[src/rtl/instr_fetch_responder_pkg.sv]
// Shared constants, state type and demo program for the simple processor's
// instruction-fetch path.
package simple_proc_pkg;

   localparam int unsigned INSTR_W = 12;
   localparam int unsigned PC_W    = 3;
   localparam int unsigned DEPTH   = 1 << PC_W;

   localparam logic [INSTR_W-1:0] NOP_INSTR = '0;

   typedef enum logic {
      IDLE,
      ACK
   } fetch_state_t;

   localparam logic [INSTR_W-1:0] PRELOAD_PROG [0:DEPTH-1] = '{
      12'h1A0, 12'h2B1, 12'h3C2, 12'h4D3,
      12'h5E4, 12'h6F5, 12'h706, 12'hF00
   };

endpackage

[src/rtl/instr_fetch_responder_store.sv]
// Program store: DEPTH x INSTR_W register file, one sync write, one comb read.
// INSTR_PRELOAD_EN selects preload-on-reset of the demo program instead of zero.
module instr_store
   import simple_proc_pkg::*;
#(
   parameter int unsigned DEPTH   = 8,
   parameter int unsigned INSTR_W = 12,
   parameter int unsigned ADDR_W  = $clog2(DEPTH)
) (
   input  logic               clk,
   input  logic               reset,
   input  logic               we,
   input  logic [ADDR_W-1:0]  waddr,
   input  logic [INSTR_W-1:0] wdata,
   input  logic [ADDR_W-1:0]  raddr,
   output logic [INSTR_W-1:0] rdata
);

   logic [INSTR_W-1:0] mem [0:DEPTH-1];

   always_ff @(posedge clk) begin
      if (!reset) begin
`ifdef INSTR_PRELOAD_EN
         mem <= PRELOAD_PROG;
`else
         mem <= '{default: '0};
`endif
      end else if (we) begin
         mem[waddr] <= wdata;
      end
   end

   assign rdata = mem[raddr];

endmodule

[src/rtl/instr_fetch_responder.sv]
// Fetch responder: req/ack instruction supply plus switch-driven program loads.
// INSTR_PRELOAD_EN: reset loads the demo program and sets prog_len to DEPTH.
module instr_fetch_responder
   import simple_proc_pkg::*;
#(
   parameter int unsigned DEPTH   = 8,
   parameter int unsigned INSTR_W = 12
) (
   input  logic               clk,
   input  logic               reset,
   input  logic               fetch_req,
   input  logic [PC_W-1:0]    fetch_pc,
   output logic               fetch_ack,
   output logic [INSTR_W-1:0] instr,
   output logic               end_of_prog,
   input  logic               load_en,
   input  logic [PC_W-1:0]    load_addr,
   input  logic [INSTR_W-1:0] load_data,
   output logic [PC_W:0]      prog_len,
   output logic               load_overrun,
   output logic               busy
);

   fetch_state_t       state_q, state_d;
   logic               pend_q;
   logic [PC_W-1:0]    pend_addr_q;
   logic [INSTR_W-1:0] pend_data_q;

   logic               do_write;
   logic               do_fetch;
   logic               pc_valid;
   logic [PC_W:0]      wr_len;
   logic [INSTR_W-1:0] rd_data;

   instr_store #(
      .DEPTH   (DEPTH),
      .INSTR_W (INSTR_W),
      .ADDR_W  (PC_W)
   ) u_store (
      .clk   (clk),
      .reset (reset),
      .we    (do_write),
      .waddr (pend_addr_q),
      .wdata (pend_data_q),
      .raddr (fetch_pc),
      .rdata (rd_data)
   );

   assign pc_valid = {1'b0, fetch_pc} < prog_len;
   assign wr_len   = {1'b0, pend_addr_q} + 1'b1;
   assign busy     = (state_q != IDLE) || pend_q;

   // A pending load always wins the IDLE slot; the fetch waits one cycle.
   always_comb begin
      state_d  = state_q;
      do_write = 1'b0;
      do_fetch = 1'b0;
      case (state_q)
         IDLE: begin
            if (pend_q) begin
               do_write = 1'b1;
            end else if (fetch_req) begin
               do_fetch = 1'b1;
               state_d  = ACK;
            end
         end
         ACK:     state_d = IDLE;
         default: state_d = IDLE;
      endcase
   end

   always_ff @(posedge clk) begin
      if (!reset) begin
         state_q      <= IDLE;
         fetch_ack    <= 1'b0;
         instr        <= '0;
         end_of_prog  <= 1'b0;
         load_overrun <= 1'b0;
         pend_q       <= 1'b0;
         pend_addr_q  <= '0;
         pend_data_q  <= '0;
`ifdef INSTR_PRELOAD_EN
         prog_len     <= (PC_W+1)'(DEPTH);
`else
         prog_len     <= '0;
`endif
      end else begin
         state_q   <= state_d;
         fetch_ack <= do_fetch;

         if (do_fetch) begin
            instr       <= pc_valid ? rd_data : NOP_INSTR;
            end_of_prog <= !pc_valid;
         end

         if (do_write && (wr_len > prog_len)) begin
            prog_len <= wr_len;
         end

         // A slot draining this cycle can accept the next strobe directly.
         if (load_en && (!pend_q || do_write)) begin
            pend_q      <= 1'b1;
            pend_addr_q <= load_addr;
            pend_data_q <= load_data;
         end else begin
            if (do_write) begin
               pend_q <= 1'b0;
            end
            if (load_en) begin
               load_overrun <= 1'b1;
            end
         end
      end
   end

endmodule

[config.mk]
export PLATFORM = sky130hd
export DESIGN_NAME = instr_fetch_responder
export DESIGN_NICKNAME = d
export VERILOG_FILES = /design/src/rtl/instr_fetch_responder_pkg.sv /design/src/rtl/instr_fetch_responder_store.sv /design/src/rtl/instr_fetch_responder.sv
export SDC_FILE = /design/constraint.sdc
export NUM_CORES = 1
export LEC_CHECK = 0
export CAP_MARGIN = 40
export CORE_ASPECT_RATIO = 0.5
export CORE_UTILIZATION = 53
export CTS_CLUSTER_DIAMETER = 150
export DETAILED_ROUTE_END_ITERATION = 10
export HOLD_SLACK_MARGIN = 0.08
export PLACE_DENSITY = 0.86
export SKIP_LAST_GASP = 1
export SLEW_MARGIN = 40
export SYNTH_ARGS = -nofsm -noshare
export SYNTH_HDL_FRONTEND = slang
export SYNTH_SLANG_ARGS = --single-unit
[constraint.sdc]
create_clock -name clk -period 1.7 [get_ports clk]
set_input_delay 0.34 -clock clk [delete_from_list [all_inputs] [get_ports clk]]
set_output_delay 0.34 -clock clk [all_outputs]
set_load 0.05 [all_outputs]
== Yosys cells after proc, flatten, opt, wreduce, memory -nomap -nowiden ==
Cells that the tools add are included.

* Flip-flop bits (word level): 132
* Latch bits: 0
* Bits in writable memories: 0
* Memory bits (read-only): 0
* Memories: 0

* Add/sub/neg operators: 1
* $mul: 0
* Divide/modulo/power cells: 0
* $lt $le $gt $ge: 5
* Equality and inequality tests: 0
* Shift-type cells: 0
* Muxes and demuxes: 15
* Bitwise operators: 4
* Reductions and logical operators: 9

{| class="wikitable"
|+ Operator list
! kind !! count
|-
| 96-bit bitwise mux || 1
|-
| 12-bit two-way mux || 4
|-
| 12-bit binary-select mux with 3-bit select || 1
|-
| 12-bit demux with 3-bit select || 1
|-
| 4-bit >= comparator, second input constant || 2
|-
| 3-bit inverter with 4-bit output || 2
|-
| 1-bit two-way mux || 7
|-
| 3-bit by 1-bit adder with 4-bit output, second input constant || 1
|-
| 4-bit greater-than comparator || 1
|-
| 3-bit by 4-bit less-than comparator with 1-bit output || 1
|-
| 4-bit by 1-bit less-than comparator with 1-bit output, second input constant || 1
|-
| 1-bit logical AND || 3
|-
| 1-bit zero test || 2
|-
| 1-bit logical OR || 2
|-
| 1-bit inverter || 2
|-
| 1-bit case mux with 2 select lines || 1
|-
| 2-bit AND reduction || 1
|-
| 2-bit nonzero test || 1
|}

== Logic depth before layout (Yosys ltp) ==
Gate-level depths: netlist of run 1.

* Depth in word-level cells: 6
* Gate-level depth with buffers: 8
* Gate-level depth less buffers: 8

== Hierarchy ==
Synthesis of run 1 repeated with hierarchy kept, for this count alone.

* Cell total of the unflattened synthesis: 677
* Area, all modules: 6,281.0 µm²

{| class="wikitable"
|+ By module, submodules not included
! module !! instances !! cells each !! area an instance (µm²) !! seq. area each (µm²)
|-
| instr_store || 1 || 485 || 4,526.8 || 1,921.8
|-
| instr_fetch_responder || 1 || 192 || 1,754.2 || 700.7
|}

== Least setup slack after synthesis of run 1 ==
OpenSTA, ideal clock, no wires.

* Path kind: reg-to-reg
* Start point: register pend_addr_q[1]
* End point: register prog_len[0]
* Arrival: 1.798 ns
* Data required time: 1.583 ns
* Path slack: -0.216 ns
* Cell stages (with the launch flop): 9
* Path buffers: 0
* Cell sequence: dfxtp_1 > ha_1 > xor2_1 > ha_1 > nand3_1 > o21ai_0 > a211oi_2 > nor2_1 > a32o_1

* Longest elaborated chain between the ends: 3

{| class="wikitable"
|+ Ends and longest elaborated chain
! element !! RTL line !! text
|-
| start: declaration || instr_fetch_responder.sv:26 || <nowiki>logic [PC_W-1:0] pend_addr_q;</nowiki>
|-
| start signal: assignment || instr_fetch_responder.sv:103 || <nowiki>pend_addr_q <= load_addr;</nowiki>
|-
| 3-bit by 1-bit adder with 4-bit output || instr_fetch_responder.sv:50 || <nowiki>assign wr_len = {1'b0, pend_addr_q} + 1'b1;</nowiki>
|-
| named net wr_len[2] || instr_fetch_responder.sv:32 || <nowiki>logic [PC_W:0] wr_len;</nowiki>
|-
| 4-bit greater-than comparator || instr_fetch_responder.sv:96 || <nowiki>if (do_write && (wr_len > prog_len)) begin</nowiki>
|-
| 1-bit logical AND || instr_fetch_responder.sv:96 ||
|-
| end signal: assignment || instr_fetch_responder.sv:97 || <nowiki>prog_len <= wr_len;</nowiki>
|-
| end: declaration || instr_fetch_responder.sv:19 || <nowiki>output logic [PC_W:0] prog_len,</nowiki>
|}

The timed path passes the listed nets, and every way through them passes these cells.
A chain may end at the register's enable or synchronous reset.

== Worst setup path after layout of run 1 ==
* Start point: register pend_addr_q[0]
* End point: register prog_len[2]

Same word-level chain as after synthesis.

==> results of run 1 <==
## state kept, by name, indices dropped and copies added, names as in the netlist
signal / count
end_of_prog: 1
fetch_ack: 1
instr: 12
load_overrun: 1
pend_addr_q: 3
pend_data_q: 12
pend_q: 1
prog_len: 4
u_store.mem: 96
## what timing repair did
action / in CTS / in global routing
setup buffers: 1 / 0
resized for setup: 8 / 6
endpoints found under the setup margin: 4 / 6
pin swaps: 7 / 2
## power groups by stage
| stage | Combinational (W) | Clock (W) | Sequential [W] |
|---|---|---|---|
| finish | 0.000591 | 0.00375 | 0.00318 |
| global route | 0.000627 | 0.00392 | 0.00319 |
| CTS | 0.000569 | 0.00376 | 0.00318 |
| detailed placement | 0.000538 | 0 | 0.00324 |
| global placement | 0.000528 | 0 | 0.00324 |
| floorplan | 0.000333 | 0 | 0.00322 |
## kinds of logic (layout without fill, tap and decap cells)
family	after synthesis	count (layout)	share of synthesized area
adder cells (fa/ha/maj)	6	6	0.0129
AO/OA/AOI/OAI	83	83	0.102
AND/OR/NAND/NOR	229	229	0.186
multiplexers	87	87	0.201
XOR/XNOR	1	1	0.00151
buffers and inverters	59	119	0.0454
flip-flops	131	131	0.451
## layer usage
metal  wire (um)  GRT usage  up-vias
li1            -          -     2125
met1        6210      0.366     2233
met2        7300      0.450      217
met3        1400     0.0898       47
met4         486      0.114        0
met5           0          0        -
## layout make-up
type	count	area [um^2]	area share
Tap cell	140	175	0.0243
Multi-Input combinational cell	406	3020	0.419
Clock buffer	23	478	0.0663
Inverter	5	18.8	0.00260
Sequential cell	131	2630	0.365
Clock inverter	9	128	0.0177
Timing Repair Buffer	82	758	0.105
## stage by stage
step / setup TNS [ns] / setup slack, ns / cells / power [W]
3_3_place_gp: -2.36 / -0.185 / 763 / 0.00377
5_1_grt: -0.348 / -0.0815 / 796 / 0.00773
6_report: 0 / 0.00187 / 796 / 0.00752
3_5_place_dp: -2.41 / -0.186 / 763 / 0.00378
4_1_cts: -0.0207 / -0.0207 / 796 / 0.00751
2_1_floorplan: -0.0895 / -0.0895 / 596 / 0.00356
## worst paths after layout
kind | startpoint | end | slack (ns)
min reg2reg | u_store.mem[13]$_SDFFE_PN0P_ | u_store.mem[13]$_SDFFE_PN0P_ | 0.46
max reg2reg | pend_addr_q[0]$_SDFFE_PN0P_ | prog_len[2]$_SDFFE_PN0P_ | 0.002
min | u_store.mem[13]$_SDFFE_PN0P_ | u_store.mem[13]$_SDFFE_PN0P_ | 0.46
max | pend_addr_q[0]$_SDFFE_PN0P_ | prog_len[2]$_SDFFE_PN0P_ | 0.002
## critical path, delay by kind of cell (launching register included)
| family | cells | cell delay [ns] |
|---|---|---|
| and+or+nand+nor | 3 | 0.52 |
| adders and majority gates | 2 | 0.48 |
| DFF | 1 | 0.33 |
| muxes | 1 | 0.21 |
| AOI/OAI and AO/OA | 1 | 0.08 |
## layout by cell type (no fill, tap or decap), drive strengths merged
cell,netlist,layout
nand2,137,137
dfxtp,131,131
mux2i,63,63
a21boi,63,63
buf,18,63
nor2b,52,52
mux4,24,24
clkbuf,36,23
clkdlybuf4s50,0,19
nand3,16,16
o21ai,14,14
nor2,8,8
ha,6,6
inv,5,5
and2,3,3
clkinv,0,3
clkinvlp,0,3
bufinv,0,3
nor3b,3,3
and2b,2,2
or2,2,2
nor3,2,2
xor2,1,1
nand4,1,1
nand3b,1,1
a211o,1,1
or3b,1,1
a211oi,1,1
nor4b,1,1
a32o,1,1
o21a,1,1
a31oi,1,1
a21oi,1,1
==> out/metrics.yaml, run 1 <==
cells_and_area:
  area_delta_synth_final_pct: 24.0
  num-fill-cells: 673
  utilization: 0.690
  n_antenna_cell: 0
  final_nets: 671
  layout-drive-gt1-share: 0.207
  fin_area_um2: 7210
floorplanning:
  dieHeight_um: 76.1
  die-area_um2: 11400
  die_w_um: 150
  core-area_um2: 10400
  ioPinCount: 42
  row_count: 26
  start_util: 0.557
timing:
  finalCriticalPeriod_ns: 1.70
  rsz0062_at_grt: "true"
  hold_viol: 0
  fin_crit_sh: 0.999
  setup_violations: 0
  fmax_ghz: 0.589
  skew_ns: 0.00471
  worstMarginPinSlew_ns: 0.621
  slew_viol_final: 0
  hold_ws_ns: 0.461
  relSlewSlack: 0.584
pwr:
  p_switching_w: 0.00171
  combinationalPowerShare: 0.079
  power_per_cell_area_nw_per_um2: 1040
  p_clk_frac: 0.498
  p_int_w: 0.00581
  irDropWorstVdd_mv: 0.512
  p_leak_nw: 2.86
  netSwitchingFraction: 0.227
  seq_power_share: 0.423
grt:
  antenna_found_initial: 0
  gr-total-overflow: 0
  gr-usage-all-layers: 0.286
  grt_pass1_wl_mm: 24.2
  grt_start_max_net_pins: 123
  grt_pass1_vias: 4621
cts:
  h-tree-depth: 4
  root_buffer: "clkbuf_16"
  tritoncts: "done"
  cts_inserted_buffers: 17
  clock-sinks: 131
  clock_path_buffers: 2
  ctsHoldBuffers: 0
  clk_latency_ns: 0.43
  path_clk_slew_ns: 0.05
placement:
  place_area_um2: 6510
  gp_congestion: 0.818
  numPortBuffers: 41
  place_hpwl_mm: 9.37
routing:
  wl_per_cell_um: 19.3
  post_drt_via_cell_ratio: 5.81
  dr.pass1.iters: 5
  drtIter0Drc: 454
  remaining_drc_errors: 0
  drt.antenna.violating_nets: 0
  vias: 4622
  routed_wl_mm: 15.4
run_status:
  outcome: "finished, final reports clean"
critical_path:
  slowest_stage: "dfxtp_2"
  startpoint_type: "register"
  cp.arrival_ns: 2.05
  end_kind: "register"
  path_common_cell: "ha_4"
  worstPathMaxFanout: 3
  max_stage_delay_ns: 0.33
  cp.required_ns: 2.05
  path_cells: "ha_4, ha_4, nor2b_4, nor3_2, a211oi_2, nor2_2, mux2i_1"
  rr_worst_depth: 7
  critPathKind: "reg2reg"
logic_synthesis:
  synth_most_common_cell: "nand2_1"
  netlist_top_cells_area: "dfxtp_1, mux2i_1, mux4_2"
  yosys_most_used_dff: "dfxtp_1"
  async_flop_share: 0
  syn_inst: 596
  yosysUniqueCellTypes: 36
  ys_seq_area_frac: 0.451
  ys_warn_count: 0
  synth_seq_cells: 131
  yosysTopAreaCell: "dfxtp_1"
  synth_top_cells_by_count: "nand2_1, dfxtp_1, a21boi_0, mux2i_1, nor2b_1"
  synth.avg_cell_area_um2: 9.76
  synth_edf_count: 0
  syn_nets: 624
  netlist_area_um2: 5810
  synth_top_area_frac: 0.451
job:
  cap_violations: 0
min_path:
  holdCritPathClass: "reg2reg"
  holdPathStages: 2
Power figures use the tool's default switching activity.
==> run 2, diff against run 1 <==
Settings changed: CAP_MARGIN 40 to 15, CORE_MARGIN from default to 3, RECOVER_POWER from default to 25.
==> out/metrics.yaml, run 2 (synthesis gave the netlist of run 1 again) <==
routing:
  remaining_drc_errors: 0
  post_drt_via_cell_ratio: 5.81
  wl_per_cell_um: 19.0
  vias: 4633
  dr.pass1.iters: 5
  drtIter0Drc: 522
  drt.antenna.violating_nets: 0
  routed_wl_mm: 15.2
cells_and_area:
  n_antenna_cell: 0
  largestRegisters: "u_store.mem x96, instr x12, pend_data_q x12"
  final-seq-area_um2: 2630
  fin_cells: 797
  layout-drive-gt1-share: 0.210
  final_common_cell: "nand2_1"
  largest_reg_flops: 96
  multi_input_area_um2: 3020
  final_nets: 674
  regMostFlops: "u_store.mem"
  utilization: 0.683
  num-fill-cells: 697
  final_cell_mix: "nand2_1, dfxtp_1, mux2i_1"
  fin_area_um2: 7130
  area_delta_synth_final_pct: 22.7
timing:
  hold_ws_ns: 0.462
  relSlewSlack: 0.557
  worstMarginPinSlew_ns: 0.661
  fmax_ghz: 0.561
  rsz0062_at_grt: "true"
  slew_viol_final: 0
  finalCriticalPeriod_ns: 1.78
  skew_ns: 0.00615
  fin_crit_sh: 1.05
  timing.final.ws_setup_ns: -0.0813
  setup_violations: 3
  hold_viol: 0
grt:
  antenna_found_initial: 0
  grt_start_max_net_pins: 123
  grt_pass1_vias: 4499
  grt_pass1_wl_mm: 23.8
  gr-usage-all-layers: 0.252
  gr-total-overflow: 0
cts:
  h-tree-depth: 4
  ctsHoldBuffers: 0
  clk_latency_ns: 0.41
  root_buffer: "clkbuf_16"
  clock_path_buffers: 2
  clock-sinks: 131
  tritoncts: "done"
  path_clk_slew_ns: 0.06
  cts_inserted_buffers: 17
min_path:
  holdCritPathClass: "reg2reg"
  holdPathStages: 2
  hold-path-endpoint: "instr[8]$_SDFFE_PN0P_"
  min-delay-start: "instr[8]$_SDFFE_PN0P_"
job:
  cap_violations: 0
critical_path:
  slowest_stage: "dfxtp_2"
  startpoint_type: "register"
  rr_worst_depth: 8
  worstPathMaxFanout: 3
  end_kind: "register"
  max_stage_delay_ns: 0.33
  worst-path-buf-inv: 0
  path_common_cell: "ha_4"
  path_cells: "ha_4, xor2_4, ha_4, nand3_2, o21ai_2, a211oi_2, nor2_2, a32o_1"
  critical_path.top_delay_family: "compound AO/OA/AOI/OAI gates"
  r2r-start: "pend_addr_q[1]$_SDFFE_PN0P_"
  reg2reg_setup_slack_ns: -0.08
  cp.arrival_ns: 2.08
  cp.required_ns: 2.00
  critPathKind: "reg2reg"
  r2r_end: "prog_len[0]$_SDFFE_PN0P_"
pwr:
  power_per_cell_area_nw_per_um2: 974
  irDropWorstVdd_mv: 0.497
  p_leak_nw: 2.84
floorplanning:
  start_util: 0.557
  core-area_um2: 10400
  ioPinCount: 42
  die_w_um: 154
  die-area_um2: 12300
  row_count: 26
  dieHeight_um: 80.1
run_status:
  outcome: "finished, violations left"
  violations: "setup timing"
placement:
  gp_congestion: 0.826
  dp.cells: 766
  dp_slack_ns: -0.170
  place_hpwl_mm: 9.36
  place_area_um2: 6530
  numPortBuffers: 41
==> run 2: cell count changes in the layout (fill, tap and decap cells not counted), sizes merged <==
cell      before  now
clkinv         3    7
buf           63   66
bufinv         3    0
clkinvlp       3    0
==> run 2: stage by stage <==
step	total power (W)	TNS, ns
after detailed placement	0.00379	-2.32
after CTS	0.00694	-0.0616
final	0.00695	-0.113
after global routing	0.00714	-0.231
after floorplan	0.00356	-0.0895
after global placement	0.00378	-2.56
==> run 2: timing repair <==
item                                    in CTS  in global routing
buffers inserted                             1                  0
pin swaps                                    9                  5
endpoints found under the setup margin       3                 11
resized for setup                            7                  9
hold endpoints to repair                     0                  0
==> run 2: cell type report <==
| class | instances | area share |
|---|---|---|
| Multi-Input combinational cell | 406 | 0.423 |
| Sequential cell | 131 | 0.369 |
| Clock buffer | 23 | 0.0656 |
| Inverter | 5 | 0.00263 |
| Clock inverter | 7 | 0.00491 |
| Timing Repair Buffer | 85 | 0.110 |
| Tap cell | 140 | 0.0246 |
==> run 2: where the power goes <==
part | total [W] | leakage, nW | switching (W) | internal (W)
clock network | 0.00316 | 0.256 | 0.00126 | 0.00190
logic | 0.000604 | 1.53 | 0.000308 | 0.000296
registers | 0.00318 | 1.06 | 0.0000692 | 0.00312
==> run 2: metal layers <==
metal / GRT usage / routed length [um]
met1: 0.319 / 6340
met4: 0.107 / 298
met2: 0.407 / 7040
met3: 0.0732 / 1480
met5: 0 / 0
==> run 2: worst reg2reg max path: stages (launching register included) <==
cell and delay (ns):
dfxtp_2 0.33, ha_4 0.18, xor2_4 0.20, ha_4 0.23
nand3_2 0.06, o21ai_2 0.06, a211oi_2 0.28, nor2_2 0.10
a32o_1 0.23
==> run 2: how the worst max path moves through the flow <==
stage                                          end                   startpoint  cells past startpoint  slack, ns
after CTS                 prog_len[0]$_SDFFE_PN0P_  pend_addr_q[1]$_SDFFE_PN0P_                      8      -0.03
after global routing      prog_len[0]$_SDFFE_PN0P_  pend_addr_q[0]$_SDFFE_PN0P_                      8      -0.12
final                     prog_len[0]$_SDFFE_PN0P_  pend_addr_q[1]$_SDFFE_PN0P_                      8      -0.08
after detailed placement     instr[3]$_SDFFE_PN0P_                  fetch_pc[1]                      7      -0.17
after floorplan           prog_len[0]$_SDFFE_PN0P_  pend_addr_q[0]$_SDFFE_PN0P_                      8      -0.09
after global placement       instr[8]$_SDFFE_PN0P_                    fetch_req                      6      -0.21
